### config.mk
export PLATFORM = sky130hd
export DESIGN_NAME = uart_rx
export DESIGN_NICKNAME = d
export VERILOG_FILES = /design/src/rtl/uart_pkg.sv /design/src/rtl/uart_rx_sync.sv /design/src/rtl/uart_rx.sv
export SDC_FILE = /design/constraint.sdc
export NUM_CORES = 1
export LEC_CHECK = 0
export ABC_AREA = 1
export ABC_CLOCK_PERIOD_IN_PS = 3100
export CAP_MARGIN = 0
export CORE_AREA = 2 2 48 83
export CTS_CLUSTER_DIAMETER = 120
export DETAILED_ROUTE_END_ITERATION = 12
export DIE_AREA = 0 0 50 85
export PLACE_DENSITY = 0.84
export SLEW_MARGIN = 20
export SYNTH_ARGS = -nofsm -noshare
export SYNTH_HDL_FRONTEND = slang
export SYNTH_SLANG_ARGS = --single-unit
### constraint.sdc
create_clock -name clk -period 3.1 [get_ports clk]
set_clock_uncertainty 0.05 [all_clocks]
set_input_delay 0.62 -clock clk [delete_from_list [all_inputs] [get_ports clk]]
set_output_delay 0.62 -clock clk [all_outputs]
set_load 0.03 [all_outputs]
### src/rtl/uart_pkg.sv
// -----------------------------------------------------------------------------
// uart_pkg
// Shared types and helpers for the UART blocks.
//   rx_state_t : receiver FSM states (names mirror the transmitter's states)
//   clog2()    : minimum counter width able to hold values 0..value-1
//   par_calc() : parity of a zero-extended data word (even, or odd when odd=1)
// -----------------------------------------------------------------------------
package uart_pkg;

    typedef enum logic [2:0] {
        ST_IDLE,
        ST_START,
        ST_DATA,
        ST_PARITY,
        ST_STOP,
        ST_WAIT_IDLE
    } rx_state_t;

    // Width of a counter that must reach value-1; never narrower than 1 bit.
    function automatic int clog2(input int value);
        int width;
        width = 1;
        for (int i = 1; i < 31; i++) begin
            if ((1 << i) < value) width = i + 1;
        end
        return width;
    endfunction

    // Expected parity bit. Unused upper bits must be zero so they do not
    // disturb the reduction XOR.
    function automatic logic par_calc(input logic [8:0] data, input logic odd);
        return (^data) ^ odd;
    endfunction

endpackage

### src/rtl/uart_rx_sync.sv
// -----------------------------------------------------------------------------
// uart_rx_sync
// Two-flop synchronizer for an asynchronous, idle-high input.
// Both flops reset to 1 so a line in its idle state raises no event after reset.
// Ports:
//   clk     : system clock
//   rst_n   : asynchronous active-low reset
//   i_async : asynchronous input
//   o_sync  : synchronized copy of i_async, two clocks later
// -----------------------------------------------------------------------------
module uart_rx_sync (
    input  logic clk,
    input  logic rst_n,
    input  logic i_async,
    output logic o_sync
);

    logic r_meta;
    logic r_sync;

    // NOTE: non-blocking assignments make both flops sample together; with
    // blocking ones the second flop would see the first one's new value and
    // the chain would collapse into a single stage.
    always_ff @(posedge clk or negedge rst_n) begin
        if (!rst_n) begin
            r_meta <= 1'b1;
            r_sync <= 1'b1;
        end else begin
            r_meta <= i_async;
            r_sync <= r_meta;
        end
    end

    assign o_sync = r_sync;

endmodule

### src/rtl/uart_rx.sv
// -----------------------------------------------------------------------------
// uart_rx
// Oversampling UART receiver: start bit, DATA_WIDTH data bits LSB first,
// optional parity, STOP_BITS stop bits. Good frames are written to an external
// RX FIFO with a one-clock strobe; parity, framing, overrun and break are
// reported as one-clock pulses.
//
// Build option: define UART_RX_MAJORITY_EN to decide each bit by a 2-of-3 vote
// over three consecutive ticks (one tick later than the single-sample build).
//
// Ports:
//   clk         : system clock
//   rst_n       : asynchronous active-low reset
//   sample_tick : one-clock pulse at OVERSAMPLE x baud
//   rx          : asynchronous serial line, idle high
//   fifo_full   : RX FIFO cannot accept a write
//   data_out    : last good word, held until the next good frame
//   data_write  : one-clock FIFO write strobe
//   rx_busy     : high whenever the receiver is not idle
//   parity_err  : one-clock pulse, parity mismatch on a written frame
//   frame_err   : one-clock pulse, a stop bit was sampled low
//   overrun_err : one-clock pulse, good frame dropped because fifo_full
//   break_det   : one-clock pulse, whole frame including stop bits was zero
// -----------------------------------------------------------------------------
module uart_rx
    import uart_pkg::*;
#(
    parameter int DATA_WIDTH = 8,
    parameter int STOP_BITS  = 1,
    parameter int PARITY_EN  = 0,
    parameter int PARITY_ODD = 0,
    parameter int OVERSAMPLE = 16
) (
    input  logic                  clk,
    input  logic                  rst_n,
    input  logic                  sample_tick,
    input  logic                  rx,
    input  logic                  fifo_full,
    output logic [DATA_WIDTH-1:0] data_out,
    output logic                  data_write,
    output logic                  rx_busy,
    output logic                  parity_err,
    output logic                  frame_err,
    output logic                  overrun_err,
    output logic                  break_det
);

    localparam int TICK_W = clog2(OVERSAMPLE);
    localparam int BIT_W  = clog2(DATA_WIDTH + 1);

    // The start bit is judged near mid-bit; every later bit is judged a full
    // bit period after the previous decision, so all decisions stay centred.
`ifdef UART_RX_MAJORITY_EN
    localparam int START_DEC = OVERSAMPLE / 2;
`else
    localparam int START_DEC = OVERSAMPLE / 2 - 1;
`endif

    localparam logic [TICK_W-1:0] START_LAST = TICK_W'(START_DEC);
    localparam logic [TICK_W-1:0] BIT_LAST   = TICK_W'(OVERSAMPLE - 1);
    localparam logic [BIT_W-1:0]  DATA_LAST  = BIT_W'(DATA_WIDTH - 1);
    localparam logic [BIT_W-1:0]  STOP_LAST  = BIT_W'(STOP_BITS - 1);
    localparam logic              PAR_EN     = (PARITY_EN != 0);
    localparam logic              PAR_ODD    = (PARITY_ODD != 0);

    logic                  w_rx_s;
    logic                  w_bit;
    logic                  w_decide;
    logic                  w_stop_low_all;
    rx_state_t             r_state;
    rx_state_t             w_state_nxt;
    logic [TICK_W-1:0]     r_tick_cnt;
    logic [BIT_W-1:0]      r_bit_cnt;
    logic [DATA_WIDTH-1:0] r_shift;
    logic [DATA_WIDTH-1:0] r_data_out;
    logic                  r_par_bad;
    logic                  r_stop_low;
    logic                  r_any_high;
    logic                  r_data_write;
    logic                  r_parity_err;
    logic                  r_frame_err;
    logic                  r_overrun_err;
    logic                  r_break_det;

    uart_rx_sync u_sync (
        .clk     (clk),
        .rst_n   (rst_n),
        .i_async (rx),
        .o_sync  (w_rx_s)
    );

`ifdef UART_RX_MAJORITY_EN
    // Two previous tick samples; with the current one they form the vote.
    logic [1:0] r_hist;

    always_ff @(posedge clk or negedge rst_n) begin
        if (!rst_n) begin
            r_hist <= 2'b11;
        end else if (sample_tick) begin
            r_hist <= {r_hist[0], w_rx_s};
        end
    end

    assign w_bit = (r_hist[1] & r_hist[0]) | (r_hist[1] & w_rx_s) | (r_hist[0] & w_rx_s);
`else
    assign w_bit = w_rx_s;
`endif

    // A frame is bad if any stop bit, including the one being sampled now, is low.
    assign w_stop_low_all = r_stop_low | ~w_bit;

    always_ff @(posedge clk or negedge rst_n) begin
        if (!rst_n) r_state <= ST_IDLE;
        else        r_state <= w_state_nxt;
    end

    // NOTE: every signal driven here gets a default before the case so no
    // path leaves it unassigned; a missing default would infer a latch.
    always_comb begin
        w_state_nxt = r_state;
        w_decide    = 1'b0;
        if (sample_tick) begin
            case (r_state)
                ST_IDLE: begin
                    if (!w_rx_s) w_state_nxt = ST_START;
                end
                ST_START: begin
                    if (r_tick_cnt == START_LAST) begin
                        w_decide    = 1'b1;
                        w_state_nxt = w_bit ? ST_IDLE : ST_DATA;
                    end
                end
                ST_DATA: begin
                    if (r_tick_cnt == BIT_LAST) begin
                        w_decide = 1'b1;
                        if (r_bit_cnt == DATA_LAST) begin
                            w_state_nxt = PAR_EN ? ST_PARITY : ST_STOP;
                        end
                    end
                end
                ST_PARITY: begin
                    if (r_tick_cnt == BIT_LAST) begin
                        w_decide    = 1'b1;
                        w_state_nxt = ST_STOP;
                    end
                end
                ST_STOP: begin
                    if (r_tick_cnt == BIT_LAST) begin
                        w_decide = 1'b1;
                        if (r_bit_cnt == STOP_LAST) begin
                            // A low stop may be the start of a break: hold off
                            // new starts until the line has gone high again.
                            w_state_nxt = w_stop_low_all ? ST_WAIT_IDLE : ST_IDLE;
                        end
                    end
                end
                ST_WAIT_IDLE: begin
                    if (w_rx_s) w_state_nxt = ST_IDLE;
                end
                default: w_state_nxt = ST_IDLE;
            endcase
        end
    end

    // NOTE: the shift register and all datapath flops are reset along with the
    // FSM, so a reset mid-frame leaves no partial word behind.
    always_ff @(posedge clk or negedge rst_n) begin
        if (!rst_n) begin
            r_tick_cnt    <= '0;
            r_bit_cnt     <= '0;
            r_shift       <= '0;
            r_data_out    <= '0;
            r_par_bad     <= 1'b0;
            r_stop_low    <= 1'b0;
            r_any_high    <= 1'b0;
            r_data_write  <= 1'b0;
            r_parity_err  <= 1'b0;
            r_frame_err   <= 1'b0;
            r_overrun_err <= 1'b0;
            r_break_det   <= 1'b0;
        end else begin
            r_data_write  <= 1'b0;
            r_parity_err  <= 1'b0;
            r_frame_err   <= 1'b0;
            r_overrun_err <= 1'b0;
            r_break_det   <= 1'b0;

            if (sample_tick) begin
                if (w_decide || r_state == ST_IDLE || r_state == ST_WAIT_IDLE) begin
                    r_tick_cnt <= '0;
                end else begin
                    r_tick_cnt <= r_tick_cnt + 1'b1;
                end

                if (w_decide) begin
                    case (r_state)
                        ST_START: begin
                            r_bit_cnt  <= '0;
                            r_par_bad  <= 1'b0;
                            r_stop_low <= 1'b0;
                            r_any_high <= 1'b0;
                        end
                        ST_DATA: begin
                            // Right shift: the first (LSB) bit ends at bit 0.
                            r_shift    <= {w_bit, r_shift[DATA_WIDTH-1:1]};
                            r_any_high <= r_any_high | w_bit;
                            r_bit_cnt  <= (r_bit_cnt == DATA_LAST) ? '0 : r_bit_cnt + 1'b1;
                        end
                        ST_PARITY: begin
                            r_par_bad  <= w_bit ^ par_calc(9'(r_shift), PAR_ODD);
                            r_any_high <= r_any_high | w_bit;
                        end
                        ST_STOP: begin
                            r_bit_cnt  <= r_bit_cnt + 1'b1;
                            r_stop_low <= w_stop_low_all;
                            r_any_high <= r_any_high | w_bit;
                            if (r_bit_cnt == STOP_LAST) begin
                                if (!w_stop_low_all) begin
                                    // A dropped frame reports overrun only.
                                    if (fifo_full) begin
                                        r_overrun_err <= 1'b1;
                                    end else begin
                                        r_data_out   <= r_shift;
                                        r_data_write <= 1'b1;
                                        r_parity_err <= r_par_bad;
                                    end
                                end else begin
                                    r_frame_err <= 1'b1;
                                    r_break_det <= ~(r_any_high | w_bit);
                                end
                            end
                        end
                        default: ;
                    endcase
                end
            end
        end
    end

    assign data_out    = r_data_out;
    assign data_write  = r_data_write;
    assign rx_busy     = (r_state != ST_IDLE);
    assign parity_err  = r_parity_err;
    assign frame_err   = r_frame_err;
    assign overrun_err = r_overrun_err;
    assign break_det   = r_break_det;

endmodule

==> key figures <==
Status
  • Status: finished clean

Placed design
  • # port buffers: 18
  • DP HPWL: 2630 um
  • GP Congestion: 0.852
  • Placed Cells incl. Taps: 289

Power and ir drop
  • Power Density: 605 nW/um2
  • Final Power: 1.34 mW
  • Lkg Pwr: 1.12 nW
  • IR Drop Worst-Case VDD: 0.000488 V

Drt
  • Detail-routed net length per standard cell: 11.5 um
  • Antenna viol nets, final: 0
  • Final WL: 3410 um
  • First-pass DRT Iterations: 4
  • Residual DRC count: 0
  • Drt via density: 4.98
  • Via count: 1,480
  • Initial drt markers: 38

Critical path
  • Endpoint class of the critical path: output port
  • Bufs and invs on worst path: 2
  • CP Cell Sequence: inv_1, nand2_1, clkdlybuf4s50_1
  • Required @ worst endpoint: 2.43 ns
  • Critical Path Start Type: register
  • Top delay family on crit path: buffers and inverters
  • Slowest CP cell: clkdlybuf4s50_1
  • Crit Path Max Fanout: 6
  • CP Class: register to output port
  • Crit path largest cell delay: 0.69 ns
  • WP data arrival: 1.67 ns
  • Worst R2R Path Depth: 9
  • CP Depth: 3

Timing
  • Crit path time final: 2.34 ns
  • Unrepaired setup endpoints after global routing: no
  • Setup-failing EPs final: 0
  • FMAX: 0.427 GHz
  • Final Hold Viols: 0
  • Smallest hold slack: 0.310 ns
  • Fin. max-slew vios: 0
  • Slew headroom: 0.466
  • Fin crit share: 0.755
  • Setup TNS: 0 ns
  • Actual slew at the worst max-slew pin: 0.802 ns

Min path
  • Worst hold stages: 0
  • Hold Crit Class: register to register

Die
  • Initial core utilization: 0.526
  • DIE AREA: 4250 um2
  • Die width: 50 um
  • Die Height: 85 um
  • I/O Pins: 19
  • Rows: 29
  • Core area: 3590 um2

Clock tree
  • Clock latency on the worst-skew pair: 0.29 ns
  • CTS root buf: clkbuf_8
  • Worst-case clock buffer depth: 2
  • Inserted Clock Buffers: 5
  • Setup Fix Bufs, Post-CTS: 0
  • Post-CTS sizing: 0
  • H-tree depth: 2
  • CTS tree: yes
  • Worst-path clk slew: 0.07 ns
  • CTS Hold Buffers Added: 0
  • Clk sink count: 37

Flow run
  • Max cap viols: 0

Finish
  • Fill cells: 306
  • Final non-filler cell total: 297
  • Layout cells sized above 1: 0.147
  • Commonest cells after routing, fill and taps aside: nand2_1, dfrtp_1, inv_1, clkdlybuf4s50_1, o21ai_2
  • Most common cell after layout, fill and taps aside: nand2_1
  • Synthesis-to-layout area growth: 17.1%
  • Final Net Count: 258
  • # diodes: 0
  • Post-layout util: 0.615

Global route
  • First-pass GRT wire length: 6220 um
  • Congestion Overflow GR: 0
  • Vias in the first global route: 1,505
  • GRT Overall Usage: 0.190
  • Initial antenna violation count: 0
  • Largest net degree at the start of global routing: 38

Synthesis
  • Cells after Synth: 228
  • Seq cells post-synth: 37
  • Post-synth cell types: 24
  • Mean post-synth cell area: 8.28 um2
  • Post-Syn Area: 1890 um2
  • Synth warn: 0
  • Sequential area share after synthesis: 0.492
  • Syn Nets: 236
==> cell type report <==
type | count | area [um2] | share of cell area
multi-input combinational | 157 | 817 | 0.370
tap | 46 | 57.6 | 0.0260
timing repair buffer | 18 | 175 | 0.0792
inverter | 31 | 116 | 0.0526
clock inverter | 1 | 30.0 | 0.0136
sequential | 37 | 928 | 0.420
clock buffer | 7 | 86.3 | 0.0390
==> kinds of logic after synthesis <==
| family | count (synthesis) | share of synthesized area |
|---|---|---|
| DFF | 37 | 0.492 |
| xor gates and xnor gates | 4 | 0.0186 |
| adders and majority gates | 3 | 0.0199 |
| and+or+nand+nor | 118 | 0.269 |
| buffers and inverters | 34 | 0.0755 |
| AOI/OAI and AO/OA | 32 | 0.125 |
==> report_power, final <==
| group | total (mW) | switching, mW | internal [mW] |
|---|---|---|---|
| Sequential | 0.579 | 0.0528 | 0.526 |
| Clock | 0.424 | 0.162 | 0.262 |
| Combinational | 0.335 | 0.221 | 0.114 |
==> cell usage after synthesis <==
cell type  instances  area share
nand2_2            4       0.013
nand3_1           11       0.029
nor2_2             2      0.0066
o21ai_0            8       0.021
nand2_1           77        0.15
dfstp_2            2       0.028
inv_1             30       0.060
nor2_1            15       0.030
a21oi_1            5       0.013
nand4_1            4       0.013
a21oi_4            1      0.0086
dfrtp_1           35        0.46
nor3_2             1      0.0053
xor2_1             4       0.019
nand2_4            2       0.012
clkbuf_1           1      0.0020
inv_2              1      0.0020
o21ai_2           16       0.074
buf_6              2       0.012
a22oi_1            1      0.0040
ha_1               3       0.020
nor3_1             1      0.0026
nor3b_1            1      0.0040
o211ai_1           1      0.0040
==> worst paths after layout <==
path	startpoint	to	slack (ns)
setup / recovery	r_state[2]$_DFFE_PN0P_	rx_busy	0.76
hold reg to reg	u_sync.r_meta$_DFF_PN1_	u_sync.o_sync$_DFF_PN1_	0.31
setup reg to reg	r_state[2]$_DFFE_PN0P_	r_state[2]$_DFFE_PN0P_	1.28
max in group asynchronous	rst_n	r_bit_cnt[1]$_DFFE_PN0P_	2.12
hold / removal	u_sync.r_meta$_DFF_PN1_	u_sync.o_sync$_DFF_PN1_	0.31
min in group asynchronous	rst_n	data_out[5]$_DFFE_PN0P_	0.36
==> layer usage <==
metal | global-route usage | up-vias | wire length (um)
met5 | 0 | - | 0
met4 | 0.116 | 0 | 115
li1 | - | 763 | -
met2 | 0.333 | 29 | 1850
met1 | 0.201 | 677 | 1340
met3 | 0.0423 | 11 | 106
==> stage by stage <==
step,instance area (um2),setup slack (ns)
floorplan,1890,1.46
detailed placement,2090,0.802
global placement,2090,0.845
CTS,2210,0.756
finish,2210,0.760
global route,2210,0.638
==> state kept, by name (all words and copies together) (netlist names), 3 cells and up <==
name	cells
data_out	8
r_shift	8
r_bit_cnt	4
r_tick_cnt	4
r_state	3
Power figures use the tool's default switching activity.
